### config.mk
export PLATFORM = sky130hd
export DESIGN_NAME = fetch_unit
export DESIGN_NICKNAME = d
export VERILOG_FILES = /design/src/rtl/fetch_unit.sv
export SDC_FILE = /design/constraint.sdc
export NUM_CORES = 1
export LEC_CHECK = 0
export ABC_AREA = 1
export ABC_CLOCK_PERIOD_IN_PS = 6250
export BUFFER_PORTS_ARGS = -buffer_cell sky130_fd_sc_hd__buf_4
export CAP_MARGIN = 20
export CORE_ASPECT_RATIO = 1.2
export CORE_MARGIN = 2
export CORE_UTILIZATION = 50
export DETAILED_ROUTE_END_ITERATION = 10
export PLACE_DENSITY = 0.87
export SKIP_CTS_REPAIR_TIMING = 1
export SLEW_MARGIN = 10
export SYNTH_ARGS = -nofsm -noshare
export SYNTH_HDL_FRONTEND = slang
export SYNTH_SLANG_ARGS = --single-unit
### constraint.sdc
create_clock -name clk -period 6.25 [get_ports clk]
set_clock_uncertainty 0.1 [all_clocks]
set_input_delay 0 -clock clk [delete_from_list [all_inputs] [get_ports clk]]
set_output_delay 0 -clock clk [all_outputs]
set_load 0.1 [all_outputs]
### src/rtl/fetch_unit.sv
// fetch_unit: instruction fetch engine with a small in-order instruction buffer.
//
// Issues one word read at a time on the instruction bus, buffers the returned
// words together with their addresses, and hands them to the core through a
// valid/ready interface. A core redirect flushes the buffer and restarts
// fetching at the new PC; a read that was already on the bus when the
// redirect arrived has its data dropped. A misaligned redirect target sets a
// sticky error that stops fetching until an aligned redirect or reset.
//
// Ports
//   clk, rst                      clock, synchronous active-high reset
//   ibus_ss, ibus_bstart          slave select, one-cycle transfer start
//   ibus_addr                     word-aligned read address
//   ibus_tsize, ibus_ttype        constant WORD / READ
//   ibus_rdata, ibus_bdone        read data, valid in the bdone cycle
//   redirect, redirect_pc         core-requested PC change
//   instr_valid, instr_ready      buffer head handshake
//   instr, instr_pc               buffer head word and its address
//   fetch_err                     sticky misaligned-redirect flag

package fetch_unit_pkg;
    typedef enum logic [1:0] {
        TSIZE_BYTE = 2'b00,
        TSIZE_HALF = 2'b01,
        TSIZE_WORD = 2'b10
    } tsize_e;

    typedef enum logic {
        TTYPE_READ  = 1'b0,
        TTYPE_WRITE = 1'b1
    } ttype_e;
endpackage

module fetch_unit
    import fetch_unit_pkg::*;
#(
    parameter logic [31:0] RESET_PC = 32'h0000_0000,
    parameter int unsigned DEPTH    = 2
) (
    input  logic        clk,
    input  logic        rst,
    output logic        ibus_ss,
    output logic        ibus_bstart,
    output logic [31:0] ibus_addr,
    output tsize_e      ibus_tsize,
    output ttype_e      ibus_ttype,
    input  logic [31:0] ibus_rdata,
    input  logic        ibus_bdone,
    input  logic        redirect,
    input  logic [31:0] redirect_pc,
    output logic        instr_valid,
    input  logic        instr_ready,
    output logic [31:0] instr,
    output logic [31:0] instr_pc,
    output logic        fetch_err
);

    localparam int unsigned PTR_W = (DEPTH > 1) ? $clog2(DEPTH) : 1;
    localparam int unsigned CNT_W = $clog2(DEPTH + 1);
    localparam logic [CNT_W:0] DEPTH_C = (CNT_W + 1)'(DEPTH);

    typedef enum logic [1:0] {S_IDLE, S_ISSUE, S_WAIT} state_e;

    state_e             state;
    logic [31:0]        fetch_pc;
    logic [31:0]        addr_q;
    logic               inflight;
    logic               discard;
    logic [CNT_W-1:0]   count;
    logic [CNT_W-1:0]   count_next;
    logic [PTR_W-1:0]   rd_ptr;
    logic [PTR_W-1:0]   wr_ptr;
    logic [31:0]        buf_pc   [DEPTH];
    logic [31:0]        buf_data [DEPTH];

    logic push;
    logic pop;
    logic room;
    logic space_next;
    logic err_next;

    always_comb begin
        pop        = (count != '0) && instr_ready && !redirect;
        // A response is kept only if no redirect is pending or coincident.
        push       = (state == S_WAIT) && ibus_bdone && !discard && !redirect;
        count_next = redirect ? '0 : count + CNT_W'(push) - CNT_W'(pop);
        room       = ((CNT_W + 1)'(count) + (CNT_W + 1)'(inflight)) < DEPTH_C;
        space_next = (CNT_W + 1)'(count_next) < DEPTH_C;
        err_next   = redirect ? (redirect_pc[1:0] != 2'b00) : fetch_err;
    end

    // Bus outputs decode the registered state; the address is frozen while
    // waiting so a redirect cannot disturb the transfer in progress.
    assign ibus_ss     = (state != S_IDLE);
    assign ibus_bstart = (state == S_ISSUE);
    assign ibus_addr   = (state == S_WAIT) ? addr_q : fetch_pc;
    assign ibus_tsize  = TSIZE_WORD;
    assign ibus_ttype  = TTYPE_READ;

    assign instr_valid = (count != '0);
    assign instr       = instr_valid ? buf_data[rd_ptr] : '0;
    assign instr_pc    = instr_valid ? buf_pc[rd_ptr]   : '0;

    always_ff @(posedge clk) begin
        if (rst) begin
            state     <= S_IDLE;
            fetch_pc  <= RESET_PC;
            addr_q    <= RESET_PC;
            inflight  <= 1'b0;
            discard   <= 1'b0;
            fetch_err <= 1'b0;
        end else begin
            fetch_err <= err_next;
            if (redirect) begin
                fetch_pc <= redirect_pc;
            end
            unique case (state)
                S_IDLE: begin
                    // A redirect empties the buffer, so space is guaranteed.
                    if ((redirect || room) && !err_next) begin
                        state <= S_ISSUE;
                    end
                end
                S_ISSUE: begin
                    addr_q   <= fetch_pc;
                    inflight <= 1'b1;
                    state    <= S_WAIT;
                    if (redirect) begin
                        discard <= 1'b1;
                    end
                end
                S_WAIT: begin
                    if (ibus_bdone) begin
                        inflight <= 1'b0;
                        discard  <= 1'b0;
                        if (!redirect && !discard) begin
                            fetch_pc <= fetch_pc + 32'd4;
                        end
                        state <= (space_next && !err_next) ? S_ISSUE : S_IDLE;
                    end else if (redirect) begin
                        discard <= 1'b1;
                    end
                end
                default: state <= S_IDLE;
            endcase
        end
    end

    always_ff @(posedge clk) begin
        if (rst || redirect) begin
            rd_ptr <= '0;
            wr_ptr <= '0;
            count  <= '0;
        end else begin
            if (push) begin
                buf_pc[wr_ptr]   <= addr_q;
                buf_data[wr_ptr] <= ibus_rdata;
                wr_ptr           <= wr_ptr + PTR_W'(1);
            end
            if (pop) begin
                rd_ptr <= rd_ptr + PTR_W'(1);
            end
            count <= count_next;
        end
    end

endmodule

Word-level counts from Yosys, hierarchy flattened
Memories as Yosys holds them, arrays and structs flattened. A register that Yosys moved wholly into a read port is not among the register bits.
Cells that the tools add are included.
{ "word_totals": {"mem_count": 2, "inputBits": 69, "out_inout_bits": 103, "wordCells": 68, "mem_bits_rw": 128, "register_bits": 73} }
{ "op_classes": {"n_reduce_logical": 20, "n_addsub": 6, "n_lt_le_gt_ge": 2, "n_mux": 25, "n_eq_ne": 4} }
{ "mem_list": {"columns": ["name", "depth", "width", "rd", "rd_ports_with_merged_regs", "write_ports", "line", "source"], "rows": [
  ["buf_data", 2, 32, 1, 1, 1, "74", "logic [31:0] buf_data [DEPTH];"],
  ["buf_pc", 2, 32, 1, 1, 1, "73", "logic [31:0] buf_pc [DEPTH];"]
]} }
{ "ops": {"columns": ["cell", "n"], "rows": [
  ["$mux W32", 7],
  ["$add A32 B3 Y32 const B", 1],
  ["$mux W1", 12],
  ["$logic_and A1 B1 Y1", 8],
  ["$reduce_bool A2 Y1", 4],
  ["$mux W2", 3],
  ["$pmux W2 S3", 1],
  ["$ne A2 B2 Y1 const B", 2],
  ["$pmux W1 S2", 2],
  ["$reduce_and A2 Y1", 2],
  ["$add A2 B1 Y3", 1],
  ["$logic_not A1 Y1", 3],
  ["$lt A3 B2 Y1 const B", 1],
  ["$add A1 B1 Y1 const B", 2],
  ["$add A2 B1 Y2", 1],
  ["$eq A2 B1 Y1 const B", 1],
  ["$eq A2 B2 Y1 const B", 1],
  ["$logic_not A2 Y1", 1],
  ["$logic_or A1 B1 Y1", 2],
  ["$lt A2 B2 Y1 const B", 1],
  ["$sub A2 B1 Y2", 1]
]} }

Logic depth before layout (Yosys ltp)
Gate-level depths: netlist of run 1.
{ "logic_depth": {"word_depth": 12, "ltp_mapped": 17, "mapped_depth_nobuf": 15} }

Worst setup path before layout of run 1
OpenSTA, ideal clock, no wires.
{ "synth_path": {"path_type": "register -> register", "startpoint": "register state[0]", "endpoint": "memory buf_data[0][0], enable pin", "period_less_slack_ps": 6131, "required_time_ps": 5585, "setup_slack_ps": 119, "setup_time_ps": 565, "t_arrival_ps": 5466, "path_stages_with_launch": 9, "n_path_buf": 2, "path_cell_list": "dfxtp_1 > inv_1 > ha_1 > buf_4 > nand2_2 > inv_2 > nand2_2 > buf_2 > nor3_1"} }
{ "synth_between": {"elab_chain_cells": 7} }
{ "synth_lines": {"columns": ["element", "line", "source"], "rows": [
  ["from (decl)", "64", "state_e state;"],
  ["from (signal assigned)", "139", "state <= (space_next && !err_next) ? S_ISSUE : S_IDLE;"],
  ["$eq A2 B2 Y1", "85", "push = (state == S_WAIT) && ibus_bdone && !discard && !redirect;"],
  ["$logic_and A1 B1 Y1 (3 in a row)", "85", null],
  ["$mux W1", "155", "if (push) begin"],
  ["$mux W1", "150", "if (rst || redirect) begin"],
  ["$mux W1 (not written as such)", "157", "buf_data[wr_ptr] <= ibus_rdata;"],
  ["to (decl)", "74", null]
]} }
Every way passes these cells.

Worst setup path after layout of run 1
{ "layout_path": {"startpoint": "register state[0]", "endpoint": "memory buf_data[1][27], enable pin"} }
The elaborated chain is that of the path after synthesis.

==> run_results.csv, run 1 <==
group,metric,value,unit
run_status,status,"complete, no violations",
die,dieArea,19440,µm²
timing,relSlewSlack,0.4324,
yosys,async_flop_share,0,
route,wl_per_cell,16.76,µm
final_layout,drive_gt1_frac,0.2172,
timing,max_freq,322.0,MHz
pwr,ir_drop,0.1764,mV
final_layout,postLayoutCellArea,11970,µm²
timing,tightest_slew,0.8513,ns
critical_path,cp_cell_sequence,"inv_1 -> ha_2 -> buf_4 -> nand2_2 -> inv_2 -> nand2_2 -> nor3_2 -> buf_4",
critical_path,cp-end-kind,"register",
global_route,grt_first_pass_wirelength,36090,µm
critical_path,start_kind,"register",
route,drt-initial-drc-count,597,
route,firstDrtPassIters,5,
yosys,synth_edf_count,128,
critical_path,r2r_start,"state[0]",
min_path,hp-start,"redirect",
critical_path,worst_path_max_delay_cell,"buf_4",
timing,layout_setup_ws,3.144,ns
yosys,yosysSeqAreaShare,0.5809,
die,die_w,127.6,µm
flow_run,max_cap_viol_count,0,
pwr,cellPowerDensity,352.9,nW/µm²
die,initial_utilization,0.5063,
die,io_pins,172,
critical_path,reg2reg_to,"buf_data[1][27]",
global_route,overflow,0,
critical_path,cp_max_fo,64,
critical_path,slowest_delay,0.69,ns
timing,drv_slew,0,
global_route,antenna_found_initial,0,
min_path,hold_depth,3,
route,routed_wl,24590,µm
clock_tree,path_clk_slew,0.06,ns
yosys,synthesis.area,9168,µm²
placement,hpwl,16320,µm
placement,portBuffers,168,
yosys,ys_seq_elements,202,
global_route,grt_pass1_vias,6973,
global_route,grt.total_usage,0.2317,
die,core-area,18110,µm²
global_route,grt_max_degree,66,
clock_tree,cts_buffer_depth,3,
yosys,syn_inst,1016,
route,vias_per_cell,5.309,
timing,finalSetupTns,0,ns
route,vias,7789,
clock_tree,cts-root-buf,"clkbuf_16",
min_path,hold_class,"input port to register",
critical_path,reg2reg_slack,3.14,ns
timing,finalHoldViolCount,0,
placement,pre_cts_ws,3.166,ns
critical_path,worst_r2r_path_depth,8,
timing,rsz0062_at_grt,"no",
clock_tree,clk_latency,0.49,ns
yosys,ys_types,35,
pwr,p_leak,4.850,nW
yosys,avgSynthCellArea,9.023,µm²
timing,period_minus_slack,3.106,ns
route,postRouteAntennaNets,0,
placement,postPlaceCellArea,10520,µm²
pwr,total_power,0.004224,W
yosys,synth_warnings,0,
route,drc_errors,0,
min_path,hold_end,"fetch_pc[2]",
final_layout,syn_to_final_growth,30.56,%
die,rows,54,
clock_tree,cts-htree-levels,1,
critical_path,required,6.26,ns
yosys,ys.flop_type,"edfxtp_1",
final_layout,antennaDiodeCount,0,
placement,gp_congestion,1.003,
final_layout,nNetsFinal,1305,
critical_path,critPathArrivalTime,3.12,ns
timing,period_share,0.4970,
die,die_y,152.3,µm
clock_tree,cts_tree,"built",
critical_path,path_class,"register to register",
final_layout,fill_cells,1430,
clock_tree,clock-sinks,202,
clock_tree,numCtsBuffers,20,
timing,setup_viol,0,
per-layer routing:
metal | track usage | vias up | routed length [µm]
li1 | - | 3829 | -
met1 | 0.3066 | 3647 | 10150
met2 | 0.3962 | 277 | 12290
met3 | 0.03511 | 36 | 1617
met4 | 0.06489 | 0 | 532
met5 | 0 | - | 0
layout make-up:
| type | instances | area, µm² | share of cell area |
|---|---|---|---|
| clock buffer | 28 | 603.1 | 0.05039 |
| clock inverter | 8 | 96.34 | 0.008049 |
| inverter | 65 | 244.0 | 0.02038 |
| multi-input combinational | 692 | 3354 | 0.2803 |
| sequential | 202 | 5326 | 0.4450 |
| tap | 224 | 280.3 | 0.02342 |
| timing repair buffer | 248 | 2064 | 0.1725 |
through the flow:
step	std cells	hold slack (ns)	util
after floorplan	1017	-0.001131	-
after global placement	1358	0.08476	0.5809
after detailed placement	1358	0.08808	0.5809
after CTS	1394	-0.4128	0.6195
after global routing	1467	0.02310	0.6610
final	1467	0.01238	0.6610
power by group:
| group | switching (W) | internal (W) | leakage, nW |
|---|---|---|---|
| Combinational | 0.000953 | 0.000288 | 2.73 |
| Sequential | 0.000134 | 0.00160 | 1.77 |
| Clock | 0.000494 | 0.000759 | 0.344 |
worst max-delay path by stage:
stage,slack (ns),startpoint,depth (start not counted),end
after floorplan,0.12,state[0],8,buf_data[0][0]
after global placement,3.31,state[0],8,buf_pc[0][24]
after detailed placement,3.17,state[0],8,buf_pc[1][23]
after CTS,3.17,state[0],8,buf_pc[1][26]
after global routing,2.88,state[0],8,buf_data[1][27]
final,3.14,state[0],8,buf_data[1][27]
synthesized netlist by cell type, types with 4 or more instances:
master,n,area share
a21oi_1,132,0.072
nor2_2,9,0.0061
xor2_1,7,0.0067
o21ai_1,6,0.0033
nor3_1,4,0.0022
nand2_1,290,0.12
nand3_1,25,0.014
inv_1,56,0.023
o21ai_0,110,0.060
nor2_1,45,0.018
inv_2,7,0.0029
nand2_2,8,0.0055
clkbuf_1,35,0.014
buf_4,7,0.0057
a21oi_2,6,0.0057
dfxtp_1,74,0.16
edfxtp_1,128,0.42
buf_2,15,0.0082
ha_1,7,0.0096
nor2_4,11,0.014
a31oi_1,4,0.0027
nand2_4,6,0.0074
or2_2,5,0.0034
nand4_1,4,0.0027
cell usage in the layout (no fill, tap or decap), types with 8 or more instances in the layout:
| cell | n |
|---|---|
| a21oi_1 | 132 |
| buf_4 | 175 |
| clkbuf_16 | 22 |
| dfxtp_1 | 73 |
| dlygate4sd3_1 | 71 |
| edfxtp_1 | 128 |
| inv_1 | 56 |
| nand2_1 | 290 |
| nand2_2 | 8 |
| nand3_1 | 25 |
| nor2_1 | 45 |
| nor2_2 | 9 |
| nor2_4 | 11 |
| o21ai_0 | 110 |
sequential cells by signal (all words and copies together), names as in the netlist, 2 cells and up, named ones only:
| name | flops |
|---|---|
| buf_pc | 64 |
| buf_data | 64 |
| count | 2 |
| addr_q | 32 |
| state | 2 |
| fetch_pc | 32 |
worst max-delay path, delay by kind of cell (launching register included):
family / cells / cell delay (ns)
fa+ha+maj: 1 / 0.17
simple gates: 3 / 0.61
flops: 1 / 0.33
buf+inv: 4 / 1.45
kinds of logic after synthesis:
logic type      Yosys count  share of synthesized area
other cells               2                  0.0008192
flops                   202                     0.5809
fa+ha+maj                 7                   0.009553
xor+xnor                  7                   0.006688
simple gates            412                     0.1986
compound gates          263                     0.1482
buf+inv                 123                    0.05528
No activity file was read; power rests on OpenSTA's default activity.
==> run 2, diff against run 1 <==
--- a/config.mk
+++ b/config.mk
@@ -6,7 +6,7 @@
 export NUM_CORES = 1
 export LEC_CHECK = 0
 export ABC_AREA = 1
-export ABC_CLOCK_PERIOD_IN_PS = 6250
+export ABC_CLOCK_PERIOD_IN_PS = 2800
 export BUFFER_PORTS_ARGS = -buffer_cell sky130_fd_sc_hd__buf_4
 export CAP_MARGIN = 20
 export CORE_ASPECT_RATIO = 1.2
==> constraint.sdc (replaced) <==
create_clock -name clk -period 2.8 [get_ports clk]
set_clock_uncertainty 0.1 [all_clocks]
set_input_delay 0 -clock clk [delete_from_list [all_inputs] [get_ports clk]]
set_output_delay 0 -clock clk [all_outputs]
set_load 0.1 [all_outputs]
==> run_results.csv, run 2 (synthesis results as in run 1) <==
group,metric,value,unit
run_status,status,"finished, violations left",
run_status,failed_checks,"negative hold slack",
die,io_pins,172,
global_route,overflow,0,
global_route,top_usage_layer,"met2",
timing,finalHoldViolCount,4,
route,routed_wl,24790,µm
placement,portBuffers,168,
timing,max_freq,379.0,MHz
route,drc_errors,0,
die,die_w,127.6,µm
final_layout,reg_top3,"buf_data (64), buf_pc (64)",
timing,whs,-0.05501,ns
clock_tree,clock-sinks,202,
clock_tree,cts_tree,"built",
critical_path,cp_max_fo,53,
route,wl_per_cell,16.87,µm
pwr,ir_drop,0.5381,mV
global_route,antenna_found_initial,0,
final_layout,syn_to_final_growth,30.99,%
global_route,grt_max_degree,65,
route,drt-initial-drc-count,769,
global_route,grt_first_pass_wirelength,36400,µm
critical_path,path_class,"input port to register",
timing,period_minus_slack,2.639,ns
timing,drv_slew,0,
timing,layout_setup_ws,0.1611,ns
placement,pre_cts_ws,0.6338,ns
die,initial_utilization,0.5063,
min_path,hold_class,"input port to register",
die,rows,54,
critical_path,cp-end-kind,"register",
final_layout,nNetsFinal,1307,
die,dieArea,19440,µm²
timing,tightest_slew,0.8394,ns
global_route,grt_use_met3,0.03125,
final_layout,final_common_cell,"nand2_1",
timing,relSlewSlack,0.4404,
final_layout,utilization,0.6632,
critical_path,required,3.07,ns
final_layout,layout_common_cells,"290 x nand2_1, 177 x buf_4, 132 x a21oi_1",
global_route,use_met2,0.3868,
global_route,grt.total_usage,0.2320,
clock_tree,path_clk_slew,0.06,ns
global_route,grt_pass1_vias,7063,
pwr,cellPowerDensity,787.5,nW/µm²
timing,rsz0062_at_grt,"no",
route,postRouteAntennaNets,0,
timing,setup_viol,0,
clock_tree,cts-root-buf,"clkbuf_16",
route,vias_per_cell,5.397,
clock_tree,clk_latency,0.49,ns
critical_path,start_kind,"input port",
final_layout,drive_gt1_frac,0.2177,
global_route,use_met1,0.3136,
flow_run,max_cap_viol_count,0,
placement,hpwl,16350,µm
die,die_y,152.3,µm
final_layout,antennaDiodeCount,0,
route,firstDrtPassIters,5,
pwr,p_leak,4.877,nW
timing,period_share,0.9425,
clock_tree,cts-htree-levels,1,
clock_tree,cts_buffer_depth,3,
timing,finalSetupTns,0,ns
clock_tree,numCtsBuffers,20,
critical_path,critPathArrivalTime,2.91,ns
placement,gp_congestion,0.9339,
route,vias,7928,
die,core-area,18110,µm²
-- run 2: cell count changes in the layout (fill, tap and decap cells not counted), moves of 3 or more --
cell	before	now
clkbuf_1	3	6
clkinv_2	4	1
o21ai_0	110	80
o21ai_1	6	36
-- run 2: cell type report --
| type | count | area (µm²) |
|---|---|---|
| clock buffer | 28 | 561.8 |
| clock inverter | 8 | 117.6 |
| fill | 1387 | 6098 |
| inverter | 65 | 244.0 |
| multi-input combinational | 692 | 3387 |
| sequential | 202 | 5329 |
| tap | 224 | 280.3 |
| timing repair buffer | 250 | 2090 |
-- run 2: layer usage --
metal  vias to the layer above  share of wire  wire length (µm)
li1                       3842              -                 -
met1                      3716           0.41             10120
met2                       318           0.50             12460
met3                        52          0.061              1521
met4                         0          0.028               691
met5                         -              0                 0
-- run 2: final timing paths --
kind	startpoint	end	slack, ns	cells after the start
setup / recovery	redirect	fetch_pc[24]	0.16	8
hold reg to reg	addr_q[21]	buf_pc[0][21]	0.38	0
hold / removal	redirect_pc[27]	fetch_pc[27]	-0.06	5
setup reg to reg	state[0]	fetch_pc[24]	0.17	9
-- run 2: metrics by stage --
stage,cells,total power (W),cell area (µm²)
finish,1469,0.009457,12010
global route,1469,0.009787,12010
CTS,1399,0.009366,11310
detailed placement,1363,0.006602,10630
global placement,1363,0.006542,10630
floorplan,1017,0.005939,9229
-- run 2: critical path: stages --
cell,delay [ns]
dlygate4sd3_1,0.53
buf_4,0.21
buf_4,0.47
o21ai_0,0.28
o21ai_0,0.21
dlygate4sd3_1,0.58
a21oi_1,0.07
dlygate4sd3_1,0.55
-- run 2: report_power, final --
group / total [W] / internal (W) / switching [W]
Combinational: 0.00282 / 0.000668 / 0.00215
Clock: 0.00278 / 0.00168 / 0.00110
Sequential: 0.00386 / 0.00357 / 0.000296
